[config.mk]
export PLATFORM = sky130hd
export DESIGN_NAME = chan_mux_rr_flat
export DESIGN_NICKNAME = d
export VERILOG_FILES = /design/src/rtl/chan_mux_rr_pkg.sv /design/src/rtl/chan_mux_rr_if.sv /design/src/rtl/chan_mux_rr_arb.sv /design/src/rtl/chan_mux_rr.sv /design/src/flat_wrapper.sv
export SDC_FILE = /design/constraint.sdc
export NUM_CORES = 1
export LEC_CHECK = 0
export BUFFER_PORTS_ARGS = -buffer_cell sky130_fd_sc_hd__buf_2
export CAP_MARGIN = 5
export CORE_MARGIN = 1
export CORE_UTILIZATION = 38
export CTS_CLUSTER_DIAMETER = 30
export DETAILED_ROUTE_END_ITERATION = 8
export GPL_TIMING_DRIVEN = 0
export PLACE_DENSITY = 0.74
export SLEW_MARGIN = 10
export SYNTH_ARGS = -nofsm -noshare
export SYNTH_HDL_FRONTEND = slang
export SYNTH_SLANG_ARGS = --single-unit
[constraint.sdc]
create_clock -name clk -period 2.11 [get_ports clk]
set_clock_uncertainty 0.1 [all_clocks]
set_input_delay 0.1055 -clock clk [delete_from_list [all_inputs] [get_ports clk]]
set_output_delay 0.1055 -clock clk [all_outputs]
set_load 0.02 [all_outputs]
[src/rtl/chan_mux_rr_pkg.sv]
// ---------------------------------------------------------------------------
// chan_mux_pkg
// Shared definitions for the channel multiplexer:
//   mode_e : selection mode encoding carried on the 1-bit mode input
//            MODE_MANUAL (0) - channel chosen by the external sel input
//            MODE_RR     (1) - channel chosen by the round-robin arbiter
// ---------------------------------------------------------------------------
package chan_mux_pkg;

   typedef enum logic {
      MODE_MANUAL = 1'b0,
      MODE_RR     = 1'b1
   } mode_e;

endpackage : chan_mux_pkg

[src/rtl/chan_mux_rr_if.sv]
// ---------------------------------------------------------------------------
// chan_mux_rr_if
// Bus bundle between the channel sources/sink and chan_mux_rr.
//   in_data   N*W  channel i occupies bits [i*W +: W]
//   in_valid  N    per-channel data valid
//   in_ready  N    per-channel accept strobe (one-hot or zero)
//   mode      1    0 = manual select, 1 = round-robin
//   sel       SW   channel select, used in manual mode only
//   out_data  W    registered selected word
//   out_ch    SW   index of the channel that supplied out_data
//   out_valid 1    out_data/out_ch hold a word
//   out_ready 1    downstream accepts when out_valid & out_ready
// master = traffic side (sources + sink), slave = the multiplexer.
// ---------------------------------------------------------------------------
interface chan_mux_rr_if #(
   parameter int W = 8,
   parameter int N = 4
);
   localparam int SW = $clog2(N);

   logic [N*W-1:0] in_data;
   logic [N-1:0]   in_valid;
   logic [N-1:0]   in_ready;
   logic           mode;
   logic [SW-1:0]  sel;
   logic [W-1:0]   out_data;
   logic [SW-1:0]  out_ch;
   logic           out_valid;
   logic           out_ready;

   modport master (
      output in_data, in_valid, mode, sel, out_ready,
      input  in_ready, out_data, out_ch, out_valid
   );

   modport slave (
      input  in_data, in_valid, mode, sel, out_ready,
      output in_ready, out_data, out_ch, out_valid
   );

endinterface : chan_mux_rr_if

[src/rtl/chan_mux_rr_arb.sv]
// ---------------------------------------------------------------------------
// rr_arbiter
// Round-robin candidate search with a rotating priority pointer.
//   clk           clock, rising edge
//   rst_n         synchronous active-low reset (pointer returns to 0)
//   req_i         N   request vector (channel valids)
//   advance_i     1   a grant was consumed this cycle; rotate pointer
//   grant_o       SW  first requesting channel at or above ptr, wrapping
//   grant_valid_o 1   at least one request present
// ---------------------------------------------------------------------------
module rr_arbiter #(
   parameter  int N  = 4,
   localparam int SW = $clog2(N)
) (
   input  logic          clk,
   input  logic          rst_n,
   input  logic [N-1:0]  req_i,
   input  logic          advance_i,
   output logic [SW-1:0] grant_o,
   output logic          grant_valid_o
);

   logic [SW-1:0] ptr_q;
   logic [SW-1:0] ptr_d;

   // Walk offsets from highest to lowest so the final hit is the request
   // closest to ptr in the wrapped search order.
   always_comb begin
      int idx;
      idx           = 0;
      grant_o       = '0;
      grant_valid_o = 1'b0;
      for (int k = N - 1; k >= 0; k--) begin
         idx = int'(ptr_q) + k;
         if (idx >= N) idx = idx - N;
         if (req_i[idx]) begin
            grant_o       = SW'(idx);
            grant_valid_o = 1'b1;
         end
      end
   end

   assign ptr_d = (int'(grant_o) == N - 1) ? '0 : grant_o + 1'b1;

   always_ff @(posedge clk) begin
      if (!rst_n) begin
         ptr_q <= '0;
      end else if (advance_i && grant_valid_o) begin
         ptr_q <= ptr_d;
      end
   end

endmodule : rr_arbiter

[src/rtl/chan_mux_rr.sv]
// ---------------------------------------------------------------------------
// chan_mux_rr
// N-channel to one multiplexer with a single registered output stage.
// The candidate channel comes from sel (manual mode) or from the
// round-robin arbiter (RR mode). The candidate's in_ready is raised only
// when the output register can load; a transfer lands in the output
// register one cycle later. Load and drain in the same cycle keep full
// throughput.
//   clk    clock, rising edge
//   rst_n  synchronous active-low reset; clears output word and pointer
//   bus    chan_mux_rr_if.slave (see interface header for signal list)
// ---------------------------------------------------------------------------
module chan_mux_rr
   import chan_mux_pkg::*;
#(
   parameter  int W  = 8,
   parameter  int N  = 4,
   localparam int SW = $clog2(N)
) (
   input  logic          clk,
   input  logic          rst_n,
   chan_mux_rr_if.slave  bus
);

   logic [W-1:0]  out_data_q;
   logic [SW-1:0] out_ch_q;
   logic          out_valid_q;

   logic          can_load;
   logic [SW-1:0] cand;
   logic          cand_vld;
   logic [W-1:0]  cand_data;
   logic [N-1:0]  ready_d;
   logic          xfer;
   logic          rr_mode;

   logic [SW-1:0] arb_grant;
   logic          arb_grant_vld;

   assign rr_mode  = (bus.mode == MODE_RR);
   assign can_load = ~out_valid_q | bus.out_ready;

   rr_arbiter #(.N(N)) u_arb (
      .clk           (clk),
      .rst_n         (rst_n),
      .req_i         (bus.in_valid),
      .advance_i     (rr_mode & xfer),
      .grant_o       (arb_grant),
      .grant_valid_o (arb_grant_vld)
   );

   // Manual select never looks at in_valid, so in_ready stays independent
   // of it; an out-of-range sel simply has no candidate.
   always_comb begin
      cand     = bus.sel;
      cand_vld = (int'(bus.sel) < N);
      if (rr_mode) begin
         cand     = arb_grant;
         cand_vld = arb_grant_vld;
      end
   end

   always_comb begin
      ready_d   = '0;
      cand_data = '0;
      for (int i = 0; i < N; i++) begin
         if (cand == SW'(i)) begin
            cand_data  = bus.in_data[i*W +: W];
            ready_d[i] = cand_vld & can_load & rst_n;
         end
      end
   end

   assign xfer = |(bus.in_valid & ready_d);

   always_ff @(posedge clk) begin
      if (!rst_n) begin
         out_valid_q <= 1'b0;
         out_data_q  <= '0;
         out_ch_q    <= '0;
      end else if (can_load) begin
         out_valid_q <= xfer;
         if (xfer) begin
            out_data_q <= cand_data;
            out_ch_q   <= cand;
         end
      end
   end

   assign bus.in_ready  = ready_d;
   assign bus.out_data  = out_data_q;
   assign bus.out_ch    = out_ch_q;
   assign bus.out_valid = out_valid_q;

endmodule : chan_mux_rr

[src/flat_wrapper.sv]
// flat-port wrapper written by rule: the top's interface ports become plain ports
module chan_mux_rr_flat import chan_mux_pkg::*;
#(
   parameter  int W  = 8,
   parameter  int N  = 4,
   localparam int SW = $clog2(N)
)
  (clk, rst_n, bus_in_data, bus_in_valid, bus_mode, bus_sel, bus_out_ready, bus_in_ready, bus_out_data, bus_out_ch, bus_out_valid);
  chan_mux_rr_if #(.W(W), .N(N)) bus_i ();
  input  logic clk;
  input  logic rst_n;
  input wire logic [$bits(bus_i.in_data)-1:0] bus_in_data;
  input wire logic [$bits(bus_i.in_valid)-1:0] bus_in_valid;
  input wire logic [$bits(bus_i.mode)-1:0] bus_mode;
  input wire logic [$bits(bus_i.sel)-1:0] bus_sel;
  input wire logic [$bits(bus_i.out_ready)-1:0] bus_out_ready;
  output wire logic [$bits(bus_i.in_ready)-1:0] bus_in_ready;
  output wire logic [$bits(bus_i.out_data)-1:0] bus_out_data;
  output wire logic [$bits(bus_i.out_ch)-1:0] bus_out_ch;
  output wire logic [$bits(bus_i.out_valid)-1:0] bus_out_valid;
  assign bus_i.in_data = bus_in_data;
  assign bus_i.in_valid = bus_in_valid;
  assign bus_i.mode = bus_mode;
  assign bus_i.sel = bus_sel;
  assign bus_i.out_ready = bus_out_ready;
  assign bus_in_ready = bus_i.in_ready;
  assign bus_out_data = bus_i.out_data;
  assign bus_out_ch = bus_i.out_ch;
  assign bus_out_valid = bus_i.out_valid;
  chan_mux_rr #(.W(W), .N(N)) u_core (.clk(clk), .rst_n(rst_n), .bus(bus_i));
endmodule
==> results.cfg <==
[run_status]
status = finished with violations
failed_checks = negative setup slack

[detailed_routing]
totalWireLength_um = 2781
drc_errors = 0
first_iter_violations = 10
routed-via-count = 1062
viasPerCell = 5.206
drtAntennaViolNets = 0
routedWlPerCell_um = 13.63
firstDrtPassIters = 4

[sta]
setup_slack_ns = -0.06339
fin_crit_ns = 2.173
tightestPinTransition_ns = 0.3825
setup_viol = 11
drv_slew = 0
fmax_mhz = 460.1
hold_violations = 0
tns_ns = -0.4820
relSlewSlack_pct = 74.50
period_share_pct = 103.0
grt_setup_unrepaired = yes

[global_route]
antenna_found_initial = 0
grt_pass1_wl_um = 3912
grt.overflow.total = 0
grt_pass1_vias = 981
grt.total_usage_pct = 19.70
grt_max_degree = 11

[placement]
preCtsSetupSlack_ns = -0.2342
io_buffer_count = 56
gp_congestion = 0.8956
hpwl_um = 2004
place_inst = 191

[clocking]
clkTransAtPathRegs_ns = 0.08
clk_path_buf_depth = 2
cts_htree_levels = 1
cts_tree = built
cts_hold_buffers = 0
cts_buffers = 3
cts.sinks = 13
clk_latency_ns = 0.27
cts_root_buf = clkbuf_4

[power]
intPower_uw = 530.3
p_switching_uw = 279.6
p_leak_nw = 0.7206
powerDensity_nw_per_um2 = 555.2
pwr-share-comb_pct = 46.3
finalPower_uw = 809.9
clockPowerShare_pct = 18.6
peakVddDrop_uv = 327.1
netSwitchingFraction_pct = 34.52
p_seq_share_pct = 35.1

[yosys]
yosys.area.top_type_share_pct = 27.30
synthFlopType = dfxtp_1
synthCells = 107
syn_nets = 149
synth.cell_area_um2 = 953.4
ys_seq_area_share_pct = 27.30
yosys.cell_types.count = 28
synth.area.top_cells = dfxtp_1 27%, mux2i_1 20%, nor2b_1 7.2%
synthArstFlopShare_pct = 0
synth_warnings = 0
ys_seq_elements = 13
postSynthAreaPerCell_um2 = 8.910
synth_top_cell_by_area = dfxtp_1
synth_edf_count = 0

[floorplanning]
fp.dieW_um = 52.09
rows = 17
die_h_um = 52.09
dieArea_um2 = 2713
floorplan.initialDensity_pct = 41.50
core_area_um2 = 2297
boundaryPins = 57

[finish]
diodes = 0
layout_common_cells = 54 x buf_2, 15 x mux2i_1, 12 x buf_4, 11 x nor2b_1, 11 x dfxtp_1
area_delta_synth_final_pct = 53.02
layout-drive-gt1-share_pct = 50.00
final_common_cell = buf_2
layout.cells.non_filler = 204
finalNetCount = 219

[worst_setup_path]
startpoint_type = flip-flop
critPathKind = reg2reg
required_ns = 2.17
cp-end-kind = flip-flop
crit_arrival_ns = 2.23
critPathMaxFanout = 6

[min_path]
hp-class = in2reg

[run]
cap_violations = 0
flip-flops by register name, indices dropped and copies added, names as in the netlist:
signal                count
u_core.bus.out_ch         2
u_core.bus.out_data       8
u_core.bus.out_valid      1
u_core.u_arb.ptr_q        2
final timing paths:
kind,slack (ns),cells past startpoint,startpoint,endpoint
min reg2reg,0.40,1,u_core.bus.out_ch[0],u_core.bus.out_ch[0]
min,0.04,2,rst_n,u_core.bus.out_valid
max,-0.06,9,u_core.u_arb.ptr_q[1],u_core.u_arb.ptr_q[0]
max reg2reg,-0.06,9,u_core.u_arb.ptr_q[1],u_core.u_arb.ptr_q[0]
layer usage:
metal	global-route usage (%)	vias up	wire length, µm
li1	-	525	-
met2	37.18	31	1500
met4	5.856	0	16
met5	0	-	0
met3	6.433	2	151
met1	20.14	504	1112
power by group through the flow:
stage | Clock (mW) | Combinational [mW] | Sequential [mW]
detailed placement | 0 | 0.313 | 0.288
CTS | 0.154 | 0.344 | 0.283
global route | 0.171 | 0.403 | 0.287
finish | 0.150 | 0.375 | 0.284
global placement | 0 | 0.305 | 0.286
floorplan | 0 | 0.185 | 0.312
synthesized netlist by cell type, types with 2 or more instances:
cell / n
a21boi_1: 2
a21oi_1: 9
a22oi_1: 8
buf_2: 2
clkbuf_1: 3
dfxtp_1: 13
inv_1: 2
mux2i_1: 19
nand2_1: 3
nand2b_1: 10
nand3_1: 3
nor2_1: 5
nor2b_1: 11
o211a_1: 2
o221a_2: 2
cell type report:
type / count / area, µm²
Multi-Input combinational cell: 85 / 719.4
Clock buffer: 4 / 26.28
Fill cell: 191 / 838.3
Buffer: 6 / 46.29
Inverter: 3 / 11.26
Tap cell: 28 / 35.03
Timing Repair Buffer: 65 / 355.3
Sequential cell: 13 / 265.3
through the flow:
stage | hold WS, ns | util [%] | instance area [µm²]
2_1_floorplan | 0.1337 | - | 960.9
3_3_place_gp | 0.2867 | 55.56 | 1276
3_5_place_dp | 0.3142 | 55.56 | 1276
4_1_cts | 0.02892 | 60.29 | 1385
5_1_grt | 0.02369 | 63.51 | 1459
6_report | 0.04026 | 63.51 | 1459
worst max-delay path, cell delays in order, from the launching register on:
cell and delay, ns:
dfxtp_4 0.37, or3b_1 0.37, o221a_4 0.14, mux2i_4 0.17, buf_4 0.16, mux2i_4 0.07, o22ai_4 0.22, buf_4 0.19
inv_2 0.04, o221a_1 0.23
kinds of logic after synthesis:
kind of cell / count (synthesis) / synth area share, %
muxes: 20 / 22.31
DFF: 13 / 27.30
buffers and inverters: 9 / 4.593
and+or+nand+nor: 36 / 21.52
AOI/OAI and AO/OA: 29 / 24.28
what timing repair did:
action                     4_1_cts  5_1_grt
cloned                           1        0
pin swaps                        5        1
gates resized for setup         13        9
buffers inserted                 4        4
setup endpoints to repair       16       15
No activity file was read; power rests on OpenSTA's default activity.
